## src/rtl/float_params.sv

```systemverilog
// Shared single-precision float field widths.
// Used by every block that touches the FP datapath.
package float_params;
    localparam int float_width      = 32;
    localparam int float_exp_width  = 8;
    localparam int float_mant_width = 23;
endpackage

```

## src/rtl/float_add.sv

```systemverilog
// Combinational IEEE-754 single-precision adder.
// Round-to-nearest-even, denormals kept, NaN/inf propagated.
module float_add
    import float_params::*;
(
    input  logic [float_width-1:0] a,
    input  logic [float_width-1:0] b,
    output logic [float_width-1:0] y
);
    localparam int MW = float_mant_width;
    localparam int EW = float_exp_width;
    localparam int XW = MW + 4;

    logic [float_width-1:0] big, sml;
    logic [EW-1:0]          eb, es, d;
    logic [XW-1:0]          xl, xs, smask, n;
    logic [XW:0]            s;
    logic [EW:0]            e;
    logic [4:0]             lz, sh;
    logic [float_width-2:0] mag;
    logic                   up;

    always_comb begin
        smask = '0;
        if (a[float_width-2:0] >= b[float_width-2:0]) begin
            big = a;
            sml = b;
        end else begin
            big = b;
            sml = a;
        end
        eb = (big[MW+:EW] == '0) ? EW'(1) : big[MW+:EW];
        es = (sml[MW+:EW] == '0) ? EW'(1) : sml[MW+:EW];
        d  = eb - es;
        xl = {|big[MW+:EW], big[MW-1:0], 3'b000};
        xs = {|sml[MW+:EW], sml[MW-1:0], 3'b000};
        // Bits shifted out of the small operand collapse into sticky
        if (d > EW'(XW - 1)) begin
            xs = {{(XW-1){1'b0}}, |xs};
        end else begin
            smask = ~({XW{1'b1}} << d);
            xs = (xs >> d) | {{(XW-1){1'b0}}, |(xs & smask)};
        end
        if (big[float_width-1] == sml[float_width-1])
            s = {1'b0, xl} + {1'b0, xs};
        else
            s = {1'b0, xl} - {1'b0, xs};
        lz = 5'(XW);
        for (int i = 0; i < XW; i++)
            if (s[i]) lz = 5'(XW - 1 - i);
        if (int'(lz) > int'(eb) - 1) sh = 5'(int'(eb) - 1);
        else sh = lz;
        if (s[XW]) begin
            n = s[XW:1] | {{(XW-1){1'b0}}, s[0]};
            e = {1'b0, eb} + (EW+1)'(1);
        end else begin
            n = s[XW-1:0] << sh;
            e = {1'b0, eb} - (EW+1)'(sh);
        end
        up  = n[2] & (n[1] | n[0] | n[3]);
        // Rounding carry ripples naturally into the exponent field
        mag = {(n[XW-1] ? e[EW-1:0] : {EW{1'b0}}), n[XW-2:3]}
            + (float_width-1)'(up);
        y = {big[float_width-1], mag};
        if (e >= (EW+1)'((1 << EW) - 1))
            y = {big[float_width-1], {EW{1'b1}}, {MW{1'b0}}};
        if (s == '0)
            y = {big[float_width-1] & sml[float_width-1],
                 {(float_width-1){1'b0}}};
        if (big[MW+:EW] == {EW{1'b1}}) begin
            if (big[MW-1:0] != '0 ||
                (sml[MW+:EW] == {EW{1'b1}} &&
                 sml[float_width-1] != big[float_width-1]))
                y = {1'b0, {EW{1'b1}}, 1'b1, {(MW-1){1'b0}}};
            else
                y = big;
        end
    end
endmodule

```

## src/rtl/rr_arbiter.sv

```systemverilog
// Round-robin grant: first set request at or after ptr,
// wrapping from N-1 back to 0.
module rr_arbiter #(
    parameter int N  = 4,
    parameter int IW = 2
) (
    input  logic [N-1:0]  req,
    input  logic [IW-1:0] ptr,
    output logic [N-1:0]  gnt,
    output logic [IW-1:0] gnt_idx
);
    logic found;

    always_comb begin
        gnt     = '0;
        gnt_idx = '0;
        found   = 1'b0;
        for (int k = 0; k < N; k++) begin
            if (!found && req[(int'(ptr) + k) % N]) begin
                found = 1'b1;
                gnt[(int'(ptr) + k) % N] = 1'b1;
                gnt_idx = IW'((int'(ptr) + k) % N);
            end
        end
    end
endmodule

```

## src/rtl/float_add_arbiter.sv

```systemverilog
// Shares one float_add between NUM_REQ requesters with round-robin
// grants; operands and result are registered around the adder.
module float_add_arbiter
    import float_params::*;
#(
    parameter int NUM_REQ  = 4,
    parameter int REQ_ID_W = (NUM_REQ > 1) ? $clog2(NUM_REQ) : 1,
    parameter int CNT_W    = 16
) (
    input  logic                           clk,
    input  logic                           rst,
    input  logic [NUM_REQ-1:0]             req_valid,
    output logic [NUM_REQ-1:0]             req_ready,
    input  logic [NUM_REQ*float_width-1:0] req_a,
    input  logic [NUM_REQ*float_width-1:0] req_b,
    output logic                           rsp_valid,
    input  logic                           rsp_ready,
    output logic [float_width-1:0]         rsp_out,
    output logic [REQ_ID_W-1:0]            rsp_id,
    output logic                           busy,
    output logic [CNT_W-1:0]               op_count
);
    typedef enum logic [1:0] {IDLE, CALC, RESP} state_t;

    state_t                 state, state_nxt;
    logic [REQ_ID_W-1:0]    rr_ptr, ptr_nxt, gnt_idx, op_id;
    logic [NUM_REQ-1:0]     gnt;
    logic [float_width-1:0] op_a, op_b, sum;
    logic                   accept_ok, hs;

    rr_arbiter #(
        .N  (NUM_REQ),
        .IW (REQ_ID_W)
    ) u_arb (
        .req     (req_valid),
        .ptr     (rr_ptr),
        .gnt     (gnt),
        .gnt_idx (gnt_idx)
    );

    float_add u_add (
        .a (op_a),
        .b (op_b),
        .y (sum)
    );

    always_comb begin
        // No grant may be offered while reset is held
        accept_ok = rst && ((state == IDLE) ||
                            (state == RESP && rsp_ready));
        hs        = accept_ok && (|req_valid);
        req_ready = accept_ok ? gnt : '0;
        ptr_nxt   = (int'(gnt_idx) == NUM_REQ - 1) ? '0
                  : gnt_idx + REQ_ID_W'(1);
        state_nxt = state;
        unique case (state)
            IDLE:    if (hs) state_nxt = CALC;
            CALC:    state_nxt = RESP;
            RESP:    if (rsp_ready) state_nxt = hs ? CALC : IDLE;
            default: state_nxt = IDLE;
        endcase
    end

    assign busy = (state != IDLE);

    always_ff @(posedge clk or negedge rst) begin
        if (!rst) begin
            state     <= IDLE;
            rr_ptr    <= '0;
            op_a      <= '0;
            op_b      <= '0;
            op_id     <= '0;
            rsp_out   <= '0;
            rsp_id    <= '0;
            rsp_valid <= 1'b0;
            op_count  <= '0;
        end else begin
            state <= state_nxt;
            if (hs) begin
                op_a   <= req_a[int'(gnt_idx)*float_width +: float_width];
                op_b   <= req_b[int'(gnt_idx)*float_width +: float_width];
                op_id  <= gnt_idx;
                rr_ptr <= ptr_nxt;
            end
            if (state == CALC) begin
                rsp_out   <= sum;
                rsp_id    <= op_id;
                rsp_valid <= 1'b1;
            end else if (state == RESP && rsp_ready) begin
                rsp_valid <= 1'b0;
                op_count  <= op_count + CNT_W'(1);
            end
        end
    end
endmodule
```

## config.mk

```make
export PLATFORM = sky130hd
export DESIGN_NAME = float_add_arbiter
export DESIGN_NICKNAME = d
export VERILOG_FILES = /design/src/rtl/float_params.sv /design/src/rtl/float_add.sv /design/src/rtl/rr_arbiter.sv /design/src/rtl/float_add_arbiter.sv
export SDC_FILE = /design/constraint.sdc
export NUM_CORES = 1
export LEC_CHECK = 0
export ABC_AREA = 1
export BUFFER_PORTS_ARGS = -buffer_cell sky130_fd_sc_hd__buf_4
export CAP_MARGIN = 20
export CORE_ASPECT_RATIO = 2
export CORE_UTILIZATION = 59
export DETAILED_ROUTE_END_ITERATION = 12
export GPL_TIMING_DRIVEN = 0
export PLACE_DENSITY = 0.8
export SYNTH_ARGS = -nofsm -noshare
export SYNTH_HDL_FRONTEND = slang
export SYNTH_SLANG_ARGS = --single-unit
```

## constraint.sdc

```tcl
create_clock -name clk -period 15.25 [get_ports clk]
set_clock_uncertainty 0.2 [all_clocks]
set_input_delay 3.05 -clock clk [delete_from_list [all_inputs] [get_ports clk]]
set_output_delay 3.05 -clock clk [all_outputs]
set_load 0.01 [all_outputs]
```

==> load_flow_metrics.sql, run 1 <==
INSERT INTO impl_metrics (metric_group, metric, value, unit) VALUES
('logic_synthesis', 'yosysTopAreaCellShare', '0.1730', ''),
('logic_synthesis', 'synth.yosys.warnings', '0', ''),
('logic_synthesis', 'synth_cell_types', '70', ''),
('logic_synthesis', 'synth-seq-cells', '121', ''),
('global_routing', 'grt_max_degree', '104', ''),
('placed_design', 'finalWeightedCongestion', '1.316', ''),
('clock_network', 'cts.sink_count', '121', ''),
('die', 'die_width', '123.8', 'um'),
('placed_design', 'place_area', '20370', 'sq um'),
('clock_network', 'cts-root-buf', 'sky130_fd_sc_hd__clkbuf_16', ''),
('logic_synthesis', 'synth_nets', '3344', ''),
('global_routing', 'grt_pass1_wl', '144500', 'um'),
('die', 'start_util', '0.6044', ''),
('logic_synthesis', 'post_synth_most_frequent_cells', '789 x sky130_fd_sc_hd__nand2_1, 370 x sky130_fd_sc_hd__nand3_1, 298 x sky130_fd_sc_hd__inv_1', ''),
('logic_synthesis', 'seq_area_frac_synth', '0.1730', ''),
('status', 'failing_step', '5_1_grt', ''),
('global_routing', 'grt_pass1_vias', '25074', ''),
('global_routing', 'overall_track_demand_over_capacity_in_global_routing', '0.6231', ''),
('global_routing', 'grt_remaining_overflow', '156', ''),
('logic_synthesis', 'synth_edf_count', '0', ''),
('logic_synthesis', 'synth_ff_type', 'sky130_fd_sc_hd__dfrtp_1', ''),
('die', 'pin_count', '319', ''),
('status', 'run_status', 'aborted with a tool error', ''),
('placed_design', 'io_buffer_count', '318', ''),
('clock_network', 'cts_htree_levels', '4', ''),
('clock_network', 'hold_buffers', '0', ''),
('logic_synthesis', 'netlist_top_cells_area', 'sky130_fd_sc_hd__dfrtp_1 17%, sky130_fd_sc_hd__nand2_1 17%, sky130_fd_sc_hd__nand3_1 11%', ''),
('logic_synthesis', 'yosysMostFrequentCell', 'sky130_fd_sc_hd__nand2_1', ''),
('clock_network', 'cts_inserted_buffers', '17', ''),
('die', 'placementRows', '88', ''),
('logic_synthesis', 'synth_area_per_cell', '5.905', 'sq um'),
('clock_network', 'clk_path_buf_depth', '2', ''),
('placed_design', 'dp_hpwl', '65740', 'um'),
('logic_synthesis', 'post_synth_instance_area', '17500', 'sq um'),
('logic_synthesis', 'cell_accounting_for_the_most_synthesized_area', 'sky130_fd_sc_hd__dfrtp_1', ''),
('status', 'tool.error', '[ERROR GRT-0116] Global routing finished with congestion. Check the congestion regions in the DRC Viewer.', ''),
('die', 'die_h', '245.6', 'um'),
('logic_synthesis', 'postSynthCellCount', '2964', ''),
('logic_synthesis', 'ys_async_sr_fraction', '1.000', '');
## through the flow
step	instances	utilization	TNS [ns]	hold WS, ns	setup slack [ns]
after floorplan	2964	-	0	0.2694	1.804
after global placement	3642	0.7024	-53.85	0.2591	-2.010
after detailed placement	3643	0.7035	-63.62	0.2697	-2.413
after CTS	3678	0.7275	0	0.2841	0.1331
## repair_timing
item	4_1_cts
setup buffers	6
gates resized for setup	31
gates cloned	0
endpoints found under the setup margin	31
pin swaps	2
## cell families after synthesis
family	after synthesis	share of synthesized area
simple gates	1563	0.3902
compound gates	639	0.2150
buf+inv	478	0.1111
flops	121	0.1730
fa+ha+maj	117	0.08492
xor+xnor	46	0.02581
## per-layer routing
| layer | GRT usage | overflow |
|---|---|---|
| met1 | 0.5866 | 1 |
| met2 | 0.8953 | 90 |
| met3 | 0.3309 | 0 |
| met4 | 0.6836 | 65 |
| met5 | 0.06076 | 0 |
==> run 2: changes to the inputs <==
CORE_ASPECT_RATIO = default   (was 2)
CORE_UTILIZATION = 40   (was 59)
PLACE_DENSITY = default   (was 0.8)
PLACE_DENSITY_LB_ADDON = 0.15   (was default)
==> load_flow_metrics.sql, run 2 <==
INSERT INTO impl_metrics (metric_group, metric, value, unit) VALUES
('status', 'run_status', 'finished, final reports clean', ''),
('logic_synthesis', 'postSynthCellCount', '2964', ''),
('clock_network', 'cts_htree_levels', '4', ''),
('critical_path', 'timing.setup.critical_path_class', 'flop to flop', ''),
('logic_synthesis', 'synth-seq-cells', '121', ''),
('logic_synthesis', 'post_synth_most_frequent_cells', '789 x sky130_fd_sc_hd__nand2_1, 370 x sky130_fd_sc_hd__nand3_1, 298 x sky130_fd_sc_hd__inv_1', ''),
('min_path', 'hold_class', 'flop to flop', ''),
('critical_path', 'timing.critical_path.slowest_cell_delay', '0.44', 'ns'),
('critical_path', 'critical-path-top-delay-family', 'compound AO/OA/AOI/OAI gates', ''),
('logic_synthesis', 'synth_fa_ha_area_frac', '0.08492', ''),
('clock_network', 'cts_tree', 'built', ''),
('global_routing', 'grt_pass1_vias', '21353', ''),
('logic_synthesis', 'ys_async_sr_fraction', '1.000', ''),
('critical_path', 'crit_slowest_cell', 'sky130_fd_sc_hd__a2111o_1', ''),
('die', 'start_util', '0.4063', ''),
('finish', 'layout_common_cells', '781 x sky130_fd_sc_hd__nand2_1, 369 x sky130_fd_sc_hd__nand3_1, 359 x sky130_fd_sc_hd__buf_4, 292 x sky130_fd_sc_hd__inv_1, 250 x sky130_fd_sc_hd__nor2_1', ''),
('timing', 'final_hold_viol_count', '0', ''),
('logic_synthesis', 'synth_area_per_cell', '5.905', 'sq um'),
('logic_synthesis', 'synth_top_family_by_area', 'simple AND/OR/NAND/NOR gates', ''),
('critical_path', 'r2r_start', 'op_a[30]', ''),
('clock_network', 'cts-root-buf', 'sky130_fd_sc_hd__clkbuf_16', ''),
('routing', 'drt-initial-drc-count', '2393', ''),
('die', 'die_h', '211.2', 'um'),
('logic_synthesis', 'share_of_synthesized_cell_area_in_and_or_nand_and_nor_gates', '0.3902', ''),
('critical_path', 'cell_with_the_most_instances_on_the_worst_path', 'sky130_fd_sc_hd__nand2_1', ''),
('finish', 'reg_top3', 'op_a x32, op_b x32, rsp_out x32', ''),
('critical_path', 'endpoint_kind', 'flop', ''),
('critical_path', 'critical_path.startpoint_type', 'flop', ''),
('timing', 'setup_viol_count_final', '0', ''),
('run', 'maxCapViolations', '0', ''),
('placed_design', 'finalWeightedCongestion', '1.032', ''),
('timing', 'worst-slew-pin-transition', '0.9878', 'ns'),
('critical_path', 'critPathMaxFanout', '19', ''),
('logic_synthesis', 'cell_accounting_for_the_most_synthesized_area', 'sky130_fd_sc_hd__dfrtp_1', ''),
('routing', 'post-route-drc-count', '0', ''),
('routing', 'detail-route-antenna-nets', '0', ''),
('critical_path', 'worst-path-buf-inv', '20', ''),
('die', 'pin_count', '319', ''),
('logic_synthesis', 'post_synth_instance_area', '17500', 'sq um'),
('timing', 'finalHoldWorstSlack', '0.2731', 'ns'),
('global_routing', 'grt_remaining_overflow', '0', ''),
('timing', 'slew_viol_final', '0', ''),
('logic_synthesis', 'synth.yosys.warnings', '0', ''),
('logic_synthesis', 'synth.area.mux_share', '0', ''),
('finish', 'num-nets-final', '3711', ''),
('finish', 'utilization', '0.5063', ''),
('timing', 'post-route-min-period', '14.23', 'ns'),
('routing', 'via_count', '22703', ''),
('clock_network', 'worst_skew_pair.late_latency', '0.43', 'ns'),
('timing', 'achievable-frequency', '70.30', 'MHz'),
('die', 'die_width', '211.2', 'um'),
('finish', 'area_growth_syn_to_layout', '24.60', '%'),
('timing', 'max-slew-margin-rel', '0.3345', ''),
('global_routing', 'antenna_found_initial', '4', ''),
('global_routing', 'grt_pass1_wl', '121800', 'um'),
('min_path', 'min-delay-start', 'rsp_valid', ''),
('critical_path', 'arrival', '14.38', 'ns'),
('timing', 'final_min_period_over_clock_period', '0.9328', ''),
('logic_synthesis', 'synth_cell_types', '70', ''),
('clock_network', 'cts.clk_slew.worst_paths', '0.06', 'ns'),
('logic_synthesis', 'netlist_top_cells_area', 'sky130_fd_sc_hd__dfrtp_1 17%, sky130_fd_sc_hd__nand2_1 17%, sky130_fd_sc_hd__nand3_1 11%', ''),
('logic_synthesis', 'synth_edf_count', '0', ''),
('global_routing', 'overall_track_demand_over_capacity_in_global_routing', '0.3549', ''),
('logic_synthesis', 'seq_area_frac_synth', '0.1730', ''),
('global_routing', 'grt_max_degree', '79', ''),
('logic_synthesis', 'synth_ff_type', 'sky130_fd_sc_hd__dfrtp_1', ''),
('die', 'core_area', '43080', 'sq um'),
('routing', 'routed_wire_length_per_instance', '20.47', 'um'),
('routing', 'detail_route.vias_per_cell', '5.775', ''),
('placed_design', 'io_buffer_count', '318', ''),
('logic_synthesis', 'yosysMostFrequentCell', 'sky130_fd_sc_hd__nand2_1', ''),
('logic_synthesis', 'synth_nets', '3344', ''),
('die', 'floorplan.die_area', '44600', 'sq um'),
('critical_path', 'startpoint', 'op_a[30]', ''),
('logic_synthesis', 'synth_compound_gate_area_share', '0.2150', ''),
('routing', 'first_pass_iters', '6', ''),
('clock_network', 'clk_path_buf_depth', '2', ''),
('critical_path', 'worst_ep_required_time', '15.40', 'ns'),
('logic_synthesis', 'synthesized_area_fraction_occupied_by_xor_and_xnor_cells', '0.02581', ''),
('clock_network', 'cts_inserted_buffers', '17', ''),
('logic_synthesis', 'yosysTopAreaCellShare', '0.1730', ''),
('clock_network', 'cts.sink_count', '121', ''),
('routing', 'detail_route.wirelength', '80480', 'um'),
('finish', 'layout.cells.most_common', 'sky130_fd_sc_hd__nand2_1', ''),
('placed_design', 'dp_hpwl', '66970', 'um'),
('finish', 'final_layout_size_suffix_gt1_frac', '0.1791', ''),
('die', 'placementRows', '76', '');
[run 2: layer usage]
layer  global-route usage  part of all wire  wire [um]
met2               0.5626              0.44      35800
met4               0.1372             0.042       3354
met1               0.4814              0.43      34910
met5                    0           0.00019         15
met3              0.05531             0.080       6410
[run 2: logic make-up after synthesis]
logic type / Yosys count
simple gates: 1563
compound gates: 639
buf+inv: 478
flops: 121
fa+ha+maj: 117
xor+xnor: 46
[run 2: per-stage QoR]
stage / setup slack [ns] / instances / area (sq um) / setup TNS [ns]
2_1_floorplan: 1.804 / 2964 / 17500 / 0
3_3_place_gp: -2.379 / 3867 / 20620 / -63.98
3_5_place_dp: -2.523 / 3868 / 20650 / -67.48
4_1_cts: 0.09776 / 3902 / 21370 / 0
5_1_grt: -0.1463 / 3929 / 21800 / -1.948
6_report: 1.024 / 3931 / 21810 / 0
[run 2: timing repair]
action,CTS,global route
endpoints found under the setup margin,31,31
pin swaps,3,18
buffers inserted,4,28
gates resized for setup,29,74
hold buffers,0,0
[run 2: final timing paths]
kind | cells after the start | slack [ns] | end
max in group asynchronous | 2 | 11.74 | op_b[21]
min reg2reg | 2 | 0.27 | rsp_valid
min | 2 | 0.27 | rsp_valid
max | 96 | 1.02 | rsp_out[5]
max reg2reg | 96 | 1.02 | rsp_out[5]
min in group asynchronous | 1 | 2.33 | op_count[11]
[run 2: cell type report]
| cell class | count | area (sq um) |
|---|---|---|
| Timing Repair Buffer | 351 | 2671 |
| Inverter | 320 | 1215 |
| Clock buffer | 18 | 439.2 |
| Sequential cell | 121 | 3029 |
| Buffer | 155 | 763.2 |
| Tap cell | 585 | 732.0 |
| Antenna cell | 2 | 5.005 |
| Fill cell | 4643 | 21270 |
| Multi-Input combinational cell | 2365 | 12780 |
| Clock inverter | 14 | 173.9 |
[run 2: tightest hold or removal path, cell delays in order, from the launching register on]
cell and delay (ns):
sky130_fd_sc_hd__dfrtp_1 0.34, sky130_fd_sc_hd__nand2_1 0.05, sky130_fd_sc_hd__nand2_1 0.05
Power of run 2 is left out: the tool's default activity adds up to more than one toggle a clock period on the data nets, which glitch-free logic cannot reach.
